## config.mk

```make
export PLATFORM = sky130hd
export DESIGN_NAME = lc3_regfile_cc_flat
export DESIGN_NICKNAME = d
export VERILOG_FILES = /design/src/rtl/lc3_regfile_cc_if.sv /design/src/rtl/lc3_regfile_cc.sv /design/src/flat_wrapper.sv
export SDC_FILE = /design/constraint.sdc
export NUM_CORES = 1
export LEC_CHECK = 0
export BUFFER_PORTS_ARGS = -buffer_cell sky130_fd_sc_hd__buf_2
export CORE_UTILIZATION = 37
export CTS_CLUSTER_SIZE = 40
export DETAILED_ROUTE_END_ITERATION = 8
export GPL_TIMING_DRIVEN = 0
export PLACE_DENSITY_LB_ADDON = 0.2
export SYNTH_ARGS = -nofsm -noshare
export SYNTH_HDL_FRONTEND = slang
export SYNTH_SLANG_ARGS = --single-unit
```

## constraint.sdc

```tcl
create_clock -name clk -period 6.34 [get_ports clk]
set_input_delay 1.268 -clock clk [delete_from_list [all_inputs] [get_ports clk]]
set_output_delay 1.268 -clock clk [all_outputs]
set_load 0.03 [all_outputs]
```

## src/rtl/lc3_regfile_cc_if.sv

```systemverilog
// lc3_regfile_cc_if: datapath-side signal bundle for the LC-3 register file /
// condition-code stage. The master (control/datapath) drives selects, strobes
// and the bus; the slave (register file) returns operands and flags.
interface lc3_regfile_cc_if;
  logic [15:0] IR;
  logic [15:0] main_bus;
  logic [1:0]  SR1MUX;
  logic [1:0]  DRMUX;
  logic        LD_REG;
  logic        LD_CC;
  logic        LD_BEN;
  logic [15:0] SR1;
  logic [15:0] SR2;
  logic [2:0]  NZP;
  logic        BEN;

  modport master (
    output IR, main_bus, SR1MUX, DRMUX, LD_REG, LD_CC, LD_BEN,
    input  SR1, SR2, NZP, BEN
  );

  modport slave (
    input  IR, main_bus, SR1MUX, DRMUX, LD_REG, LD_CC, LD_BEN,
    output SR1, SR2, NZP, BEN
  );
endinterface

```

## src/rtl/lc3_regfile_cc.sv

```systemverilog
// lc3_regfile_cc: LC-3 general-purpose registers R0-R7, NZP condition codes
// and the BEN branch-enable flag. Operands SR1/SR2 are combinational reads.
// Optional feature macro: LC3_REGFILE_BYPASS_EN -- when defined, a register
// being written this cycle is forwarded from main_bus to SR1/SR2 in the same
// cycle (suppressed while rst is high).
module lc3_regfile_cc #(
  parameter int         NUM_REGS  = 8,
  parameter logic [2:0] RESET_NZP = 3'b010
) (
  input logic              clk,
  input logic              rst,
  lc3_regfile_cc_if.slave  bus
);

  // Condition codes for a bus value: exactly one of N, Z, P is set.
  function automatic logic [2:0] cc_of(input logic [15:0] v);
    logic [2:0] cc;
    if (v[15] == 1'b1) begin
      cc = 3'b100;
    end else if (v == 16'h0000) begin
      cc = 3'b010;
    end else begin
      cc = 3'b001;
    end
    return cc;
  endfunction

  logic [15:0] regs_r [NUM_REGS];
  logic [2:0]  nzp_r;
  logic        ben_r;
  logic [2:0]  sr1_idx_s;
  logic [2:0]  sr2_idx_s;
  logic [2:0]  dr_idx_s;
  logic        unused_ir_s;

  // Opcode and the middle operand field are decoded elsewhere.
  assign unused_ir_s = ^{bus.IR[15:12], bus.IR[5:3]};
  assign sr2_idx_s   = bus.IR[2:0];

  // SR1 source register select.
  always_comb begin
    sr1_idx_s = 3'd0;
    case (bus.SR1MUX)
      2'b00:   sr1_idx_s = bus.IR[11:9];
      2'b01:   sr1_idx_s = bus.IR[8:6];
      2'b10:   sr1_idx_s = 3'd6;
      2'b11:   sr1_idx_s = bus.IR[8:6];
      default: sr1_idx_s = 3'd0;
    endcase
  end

  // Destination register select (R7 for JSR/TRAP linkage, R6 for stack).
  always_comb begin
    dr_idx_s = 3'd0;
    case (bus.DRMUX)
      2'b00:   dr_idx_s = bus.IR[11:9];
      2'b01:   dr_idx_s = 3'd7;
      2'b10:   dr_idx_s = 3'd6;
      2'b11:   dr_idx_s = bus.IR[11:9];
      default: dr_idx_s = 3'd0;
    endcase
  end

  // Architectural state update; reset wins over every load strobe.
  always_ff @(posedge clk) begin
    if (rst) begin
      for (int i = 0; i < NUM_REGS; i++) begin
        regs_r[i] <= 16'h0000;
      end
      nzp_r <= RESET_NZP;
      ben_r <= 1'b0;
    end else begin
      if (bus.LD_REG) begin
        regs_r[dr_idx_s] <= bus.main_bus;
      end
      if (bus.LD_CC) begin
        nzp_r <= cc_of(bus.main_bus);
      end
      // BEN deliberately samples the pre-edge NZP, even alongside LD_CC.
      if (bus.LD_BEN) begin
        ben_r <= (bus.IR[11] & nzp_r[2]) |
                 (bus.IR[10] & nzp_r[1]) |
                 (bus.IR[9]  & nzp_r[0]);
      end
    end
  end

  // Operand read path, optionally forwarding the in-flight write.
  always_comb begin
    bus.SR1 = regs_r[sr1_idx_s];
    bus.SR2 = regs_r[sr2_idx_s];
`ifdef LC3_REGFILE_BYPASS_EN
    if (!rst && bus.LD_REG && (dr_idx_s == sr1_idx_s)) begin
      bus.SR1 = bus.main_bus;
    end else begin
      bus.SR1 = regs_r[sr1_idx_s];
    end
    if (!rst && bus.LD_REG && (dr_idx_s == sr2_idx_s)) begin
      bus.SR2 = bus.main_bus;
    end else begin
      bus.SR2 = regs_r[sr2_idx_s];
    end
`else
    bus.SR1 = regs_r[sr1_idx_s];
    bus.SR2 = regs_r[sr2_idx_s];
`endif
  end

  assign bus.NZP = nzp_r;
  assign bus.BEN = ben_r;

endmodule

```

## src/flat_wrapper.sv

```systemverilog
// flat-port wrapper written by rule: the top's interface ports become plain ports
module lc3_regfile_cc_flat 
#(
  parameter int         NUM_REGS  = 8,
  parameter logic [2:0] RESET_NZP = 3'b010
)
  (clk, rst, bus_IR, bus_main_bus, bus_SR1MUX, bus_DRMUX, bus_LD_REG, bus_LD_CC, bus_LD_BEN, bus_SR1, bus_SR2, bus_NZP, bus_BEN);
  lc3_regfile_cc_if bus_i ();
  input logic clk;
  input logic rst;
  input wire logic [$bits(bus_i.IR)-1:0] bus_IR;
  input wire logic [$bits(bus_i.main_bus)-1:0] bus_main_bus;
  input wire logic [$bits(bus_i.SR1MUX)-1:0] bus_SR1MUX;
  input wire logic [$bits(bus_i.DRMUX)-1:0] bus_DRMUX;
  input wire logic [$bits(bus_i.LD_REG)-1:0] bus_LD_REG;
  input wire logic [$bits(bus_i.LD_CC)-1:0] bus_LD_CC;
  input wire logic [$bits(bus_i.LD_BEN)-1:0] bus_LD_BEN;
  output wire logic [$bits(bus_i.SR1)-1:0] bus_SR1;
  output wire logic [$bits(bus_i.SR2)-1:0] bus_SR2;
  output wire logic [$bits(bus_i.NZP)-1:0] bus_NZP;
  output wire logic [$bits(bus_i.BEN)-1:0] bus_BEN;
  assign bus_i.IR = bus_IR;
  assign bus_i.main_bus = bus_main_bus;
  assign bus_i.SR1MUX = bus_SR1MUX;
  assign bus_i.DRMUX = bus_DRMUX;
  assign bus_i.LD_REG = bus_LD_REG;
  assign bus_i.LD_CC = bus_LD_CC;
  assign bus_i.LD_BEN = bus_LD_BEN;
  assign bus_SR1 = bus_i.SR1;
  assign bus_SR2 = bus_i.SR2;
  assign bus_NZP = bus_i.NZP;
  assign bus_BEN = bus_i.BEN;
  lc3_regfile_cc #(.NUM_REGS(NUM_REGS), .RESET_NZP(RESET_NZP)) u_core (.clk(clk), .rst(rst), .bus(bus_i));
endmodule
```

# --- After elaboration in Yosys (flattened, before gate mapping) ---
# Memory sizes are Yosys's and may differ from the RTL's.
# Cells that the tools add are included.
totals:
  output_inout_bits: 36
  reg_bits: 4
  mem_bits_ro: 0
  memories: 1
  latchBits: 0
  in_bits: 41
  ramBits: 128
op_classes:
  multipliers: 0
  muxes: 12
  n_reduce_logical: 6
  magnitude_cmp: 0
  addsub: 0
  n_shift: 0
  eq_ne: 6
  bitwise: 5
  n_div: 0
memory_table:
  columns: ["name", "words", "width", "rd", "rd_ports_with_merged_regs", "write_ports", "line", "rtl"]
  rows:
  - ["u_core.regs_r", 8, 16, 2, 0, 8, "lc3_regfile_cc.sv:28", "logic [15:0] regs_r [NUM_REGS];"]
ops:
  columns: ["operator", "count"]
  rows:
  - ["one-hot mux 3 bit (3 select lines)", 2]
  - ["logical NOT 16 bit", 1]
  - ["2-to-1 mux 16 bit", 1]
  - ["OR reduction 16 bit", 1]
  - ["equality test 2 bit (second input constant)", 4]
  - ["2-to-1 mux 1 bit", 6]
  - ["2-to-1 mux 3 bit", 2]
  - ["equality test 2 x 1 -> 1 bit (second input constant)", 2]
  - ["logical NOT 2 bit", 2]
  - ["OR reduction 2 bit", 2]
  - ["AND 1 bit", 3]
  - ["2-to-1 mux 2 bit", 1]
  - ["bitwise OR 1 bit", 2]

# --- Logic depth before layout (Yosys ltp) ---
logic_depth:
  word_depth: 5
  mapped_depth: 7
  ltp_nobuf: 6

# --- Worst setup path after synthesis ---
# OpenSTA, ideal clock, no wires.
synth_timing:
  path_type: "input-to-output"
  from: "input bus_SR1MUX[1]"
  to: "output bus_SR1[0]"
  cell_stages: 6
  path_buffers: 2
  setup_slack_ns: 2.007
  t_arrival_ns: 3.065
  path_cell_list: "or3_4 -> and2_4 -> buf_12 -> buf_4 -> mux2i_1 -> a221oi_1"
synth_between:
  elab_chain_cells: 4
synth_rtl:
  columns: ["item", "line", "rtl"]
  rows:
  - ["start: declaration", "flat_wrapper.sv:13", "input wire logic [$bits(bus_i.SR1MUX)-1:0] bus_SR1MUX;"]
  - ["equality test 2 x 1 -> 1 bit or equality test 2 bit (tied branches)", "lc3_regfile_cc.sv:43", "case (bus.SR1MUX)"]
  - ["OR reduction 2 bit (no line)", null, null]
  - ["one-hot mux 3 bit (3 select lines) (*)", "lc3_regfile_cc.sv:43", null]
  - ["memory read (8 x 16 bit) (*)", null, null]
  - ["end: declaration", "flat_wrapper.sv:18", "output wire logic [$bits(bus_i.SR1)-1:0] bus_SR1;"]
# Mark *: on every way between the ends. The rest lies on a longest branch, timed or not.

# --- Final worst setup path ---
layout_timing:
  from: "input bus_SR1MUX[1]"
  to: "output bus_SR1[4]"
# The elaborated chain is that of the path after synthesis.

==> metrics <==
post-synthesis sequential area ratio 54.4%; fin worst setup slack 1.72 ns; CTS tree done; combinational share of power 16.8%; Die W 142 microns; Pins Over Slew Limit 0; Tmin final 4.62 ns; Avg WL per Cell 22.2 microns; Net Sw Frac 26.1%; CTS max path bufs 2; Final setup viols 0; Tightest Pin Transition 0.814 ns; worst min path class register to register; initial core utilization 38.2%; Flop pwr share 43.5%; crit path DAT 3.35 ns; Iter 0 DRT Violations 402; CP max-delay cell nor2_1; via count 4663; CP most frequent cell buf_2; # diodes 0; Mapped Nets 557; status complete, no violations; MaxCap Viol Count 0; Reg clk slew, reported paths 0.05 ns; gr ovfl total 0; total negative setup slack 0 ns; post-cts sizing count 0; unrepaired setup endpoints after global routing false; Detailed Place HPWL 13.7 mm; CTS Root Cell clkbuf_16; number of global-route vias before repair 4732; first-pass GRT wire length 28.7 mm; Cell Area, Placed 7860 sq um; via/cell ratio 5.35; Mapped Avg Cell Area 14.0 sq um; Startpoint Class input port; Clk pwr share 39.7%; Post-Route WL 19.3 mm; reg2reg path depth 2; CP Max Fanout 10; Clock Skew 0.00273 ns; R2R Path Start u_core.bus.NZP[0]; Mapped Cells 514; worst-path cell chain buf_2 -> nand2b_1 -> o21a_1 -> nor2_1 -> clkbuf_1 -> a32o_1 -> a221oi_2 -> buf_2; # rows 50; mapped cell area 7210 sq um; Non-Filler Instances 872; Max Freq 216 MHz; count of input and output buffers 66; First-pass DRT Iterations 5; final worst path period share 72.9%; initial antenna violation count 0; critical path's top delay family buffers and inverters; maximum VDD drop 0.000196 V; global-route usage over all layers 20.4%; Critical Path RT 5.07 ns; top post-synthesis cells by area edfxtp_1 53%, and2_1 11%, mux4_2 10%; die area 20000 sq um; Total Nets Final 642; EDFF count, synth 128; CP max stage delay 0.51 ns; Worst Setup End Kind output pin; power per cell area 285 nW/um^2; Core Area 18900 sq um; number of CTS-inserted buffers 17; Int Power 1.78 mW; worst hold stages 2; Crit Path Category input port to output pin; fill count 1760; Final Wtd Congestion 0.786; ANT nets after route 0; area leader, netlist edfxtp_1; pre-CTS setup slack 1.71 ns; DRC 0; clk_lat worst skew 0.42 ns; Hold Fails Final Rpt 0; top cell type's share of synthesized area 53.3%; I/O pin count 77; H-Tree Level Count 4; Worst Hold Path EP u_core.bus.NZP[0]; relative slew slack 45.6%; area delta synth->final 17.0%; ys async rst share 0%; Syn. warnings 0; Finished Cell Area 8430 sq um; R2R setup slack 5.39 ns; Synth cell types 40; switching power total 627 uW; clk sinks 132; min-delay src u_core.bus.NZP[0]; chip height 142 microns; number of buffers and inverters on the critical path 3; post-synthesis register bit count 132; # hold bufs at CTS 0; layout cell share with drive strength beyond 1 30.7%; Leak 3.22 nW; DP Cell Count 840; largest net degree at the start of global routing 17; post-CTS setup buffer count 0; Post-synth top cells 128 x and2_1, 128 x edfxtp_1, 50 x mux2i_1, 35 x nand2_1, 32 x mux4_2; reg-to-reg endpoint u_core.bus.BEN; Post-synth top flop edfxtp_1; post-layout util 44.6%
[worst max path at each step]
stage,startpoint,to,slack [ns],cells past startpoint
after global routing,bus_SR1MUX[1],bus_SR1[4],1.59,8
final,bus_SR1MUX[1],bus_SR1[4],1.72,8
after detailed placement,bus_SR1MUX[1],bus_SR1[4],1.71,8
after global placement,bus_SR1MUX[1],bus_SR1[4],1.73,8
after CTS,bus_SR1MUX[1],bus_SR1[4],1.70,8
after floorplan,bus_SR1MUX[1],bus_SR1[0],2.01,6
[sequential cells by signal, indices dropped and copies added (netlist names)]
| register | cells |
|---|---|
| u_core.regs_r | 128 |
| u_core.bus.BEN | 1 |
| u_core.bus.NZP | 3 |
[placed cells by master, fill, tap and decap left out, types with 12 or more instances in the layout]
master     netlist  layout
and2_1         128     128
edfxtp_1       128     128
buf_2            9      75
mux2i_1         50      50
nand2_1         35      35
mux4_2          32      32
clkbuf_1        11      18
clkbuf_16        0      17
mux2_2          16      16
a32o_1          16      16
nor2_1          13      13
a221oi_2        12      12
[worst reg2reg max path: cells and delay by family, from the launching register on]
family | cells | cell delay [ns]
compound gates | 2 | 0.50
flops | 1 | 0.32
[cell type report]
| cell class | count | area (sq um) | share of cell area [%] |
|---|---|---|---|
| multi-input combinational | 347 | 3070 | 36.4 |
| buffer | 32 | 201 | 2.39 |
| tap | 260 | 325 | 3.86 |
| clock buffer | 27 | 493 | 5.84 |
| sequential | 132 | 3920 | 46.5 |
| clock inverter | 5 | 77.6 | 0.920 |
| inverter | 3 | 11.3 | 0.134 |
| timing repair buffer | 66 | 330 | 3.92 |
[metal layers]
metal	global-route usage (%)	part of all wire, %
met1	27.5	44
met3	3.14	4.9
met5	0	0
met2	33.6	49
met4	6.96	1.6
[per-stage QoR]
step                      power, mW  hold slack [ns]
after global placement         1.46            0.472
after detailed placement       1.47            0.481
after floorplan                1.33            0.603
after global routing           2.47            0.533
final                          2.41            0.493
after CTS                      2.41            0.488
[kinds of logic after synthesis]
family          count (synthesis)  share of synthesized area [%]
fa+ha+maj                       2                          0.347
simple gates                  205                           16.7
compound gates                 42                           6.13
buf+inv                        35                           2.95
mux                            98                           19.4
flops                         132                           54.4
[power by group through the flow]
stage | sequential, mW | clock, mW | combinational [mW]
after CTS | 1.05 | 0.957 | 0.408
after detailed placement | 1.06 | 0 | 0.405
after floorplan | 1.06 | 0 | 0.273
final | 1.05 | 0.955 | 0.404
after global placement | 1.06 | 0 | 0.402
after global routing | 1.05 | 0.991 | 0.428
Note: power is estimated with default switching activity, not from simulation.
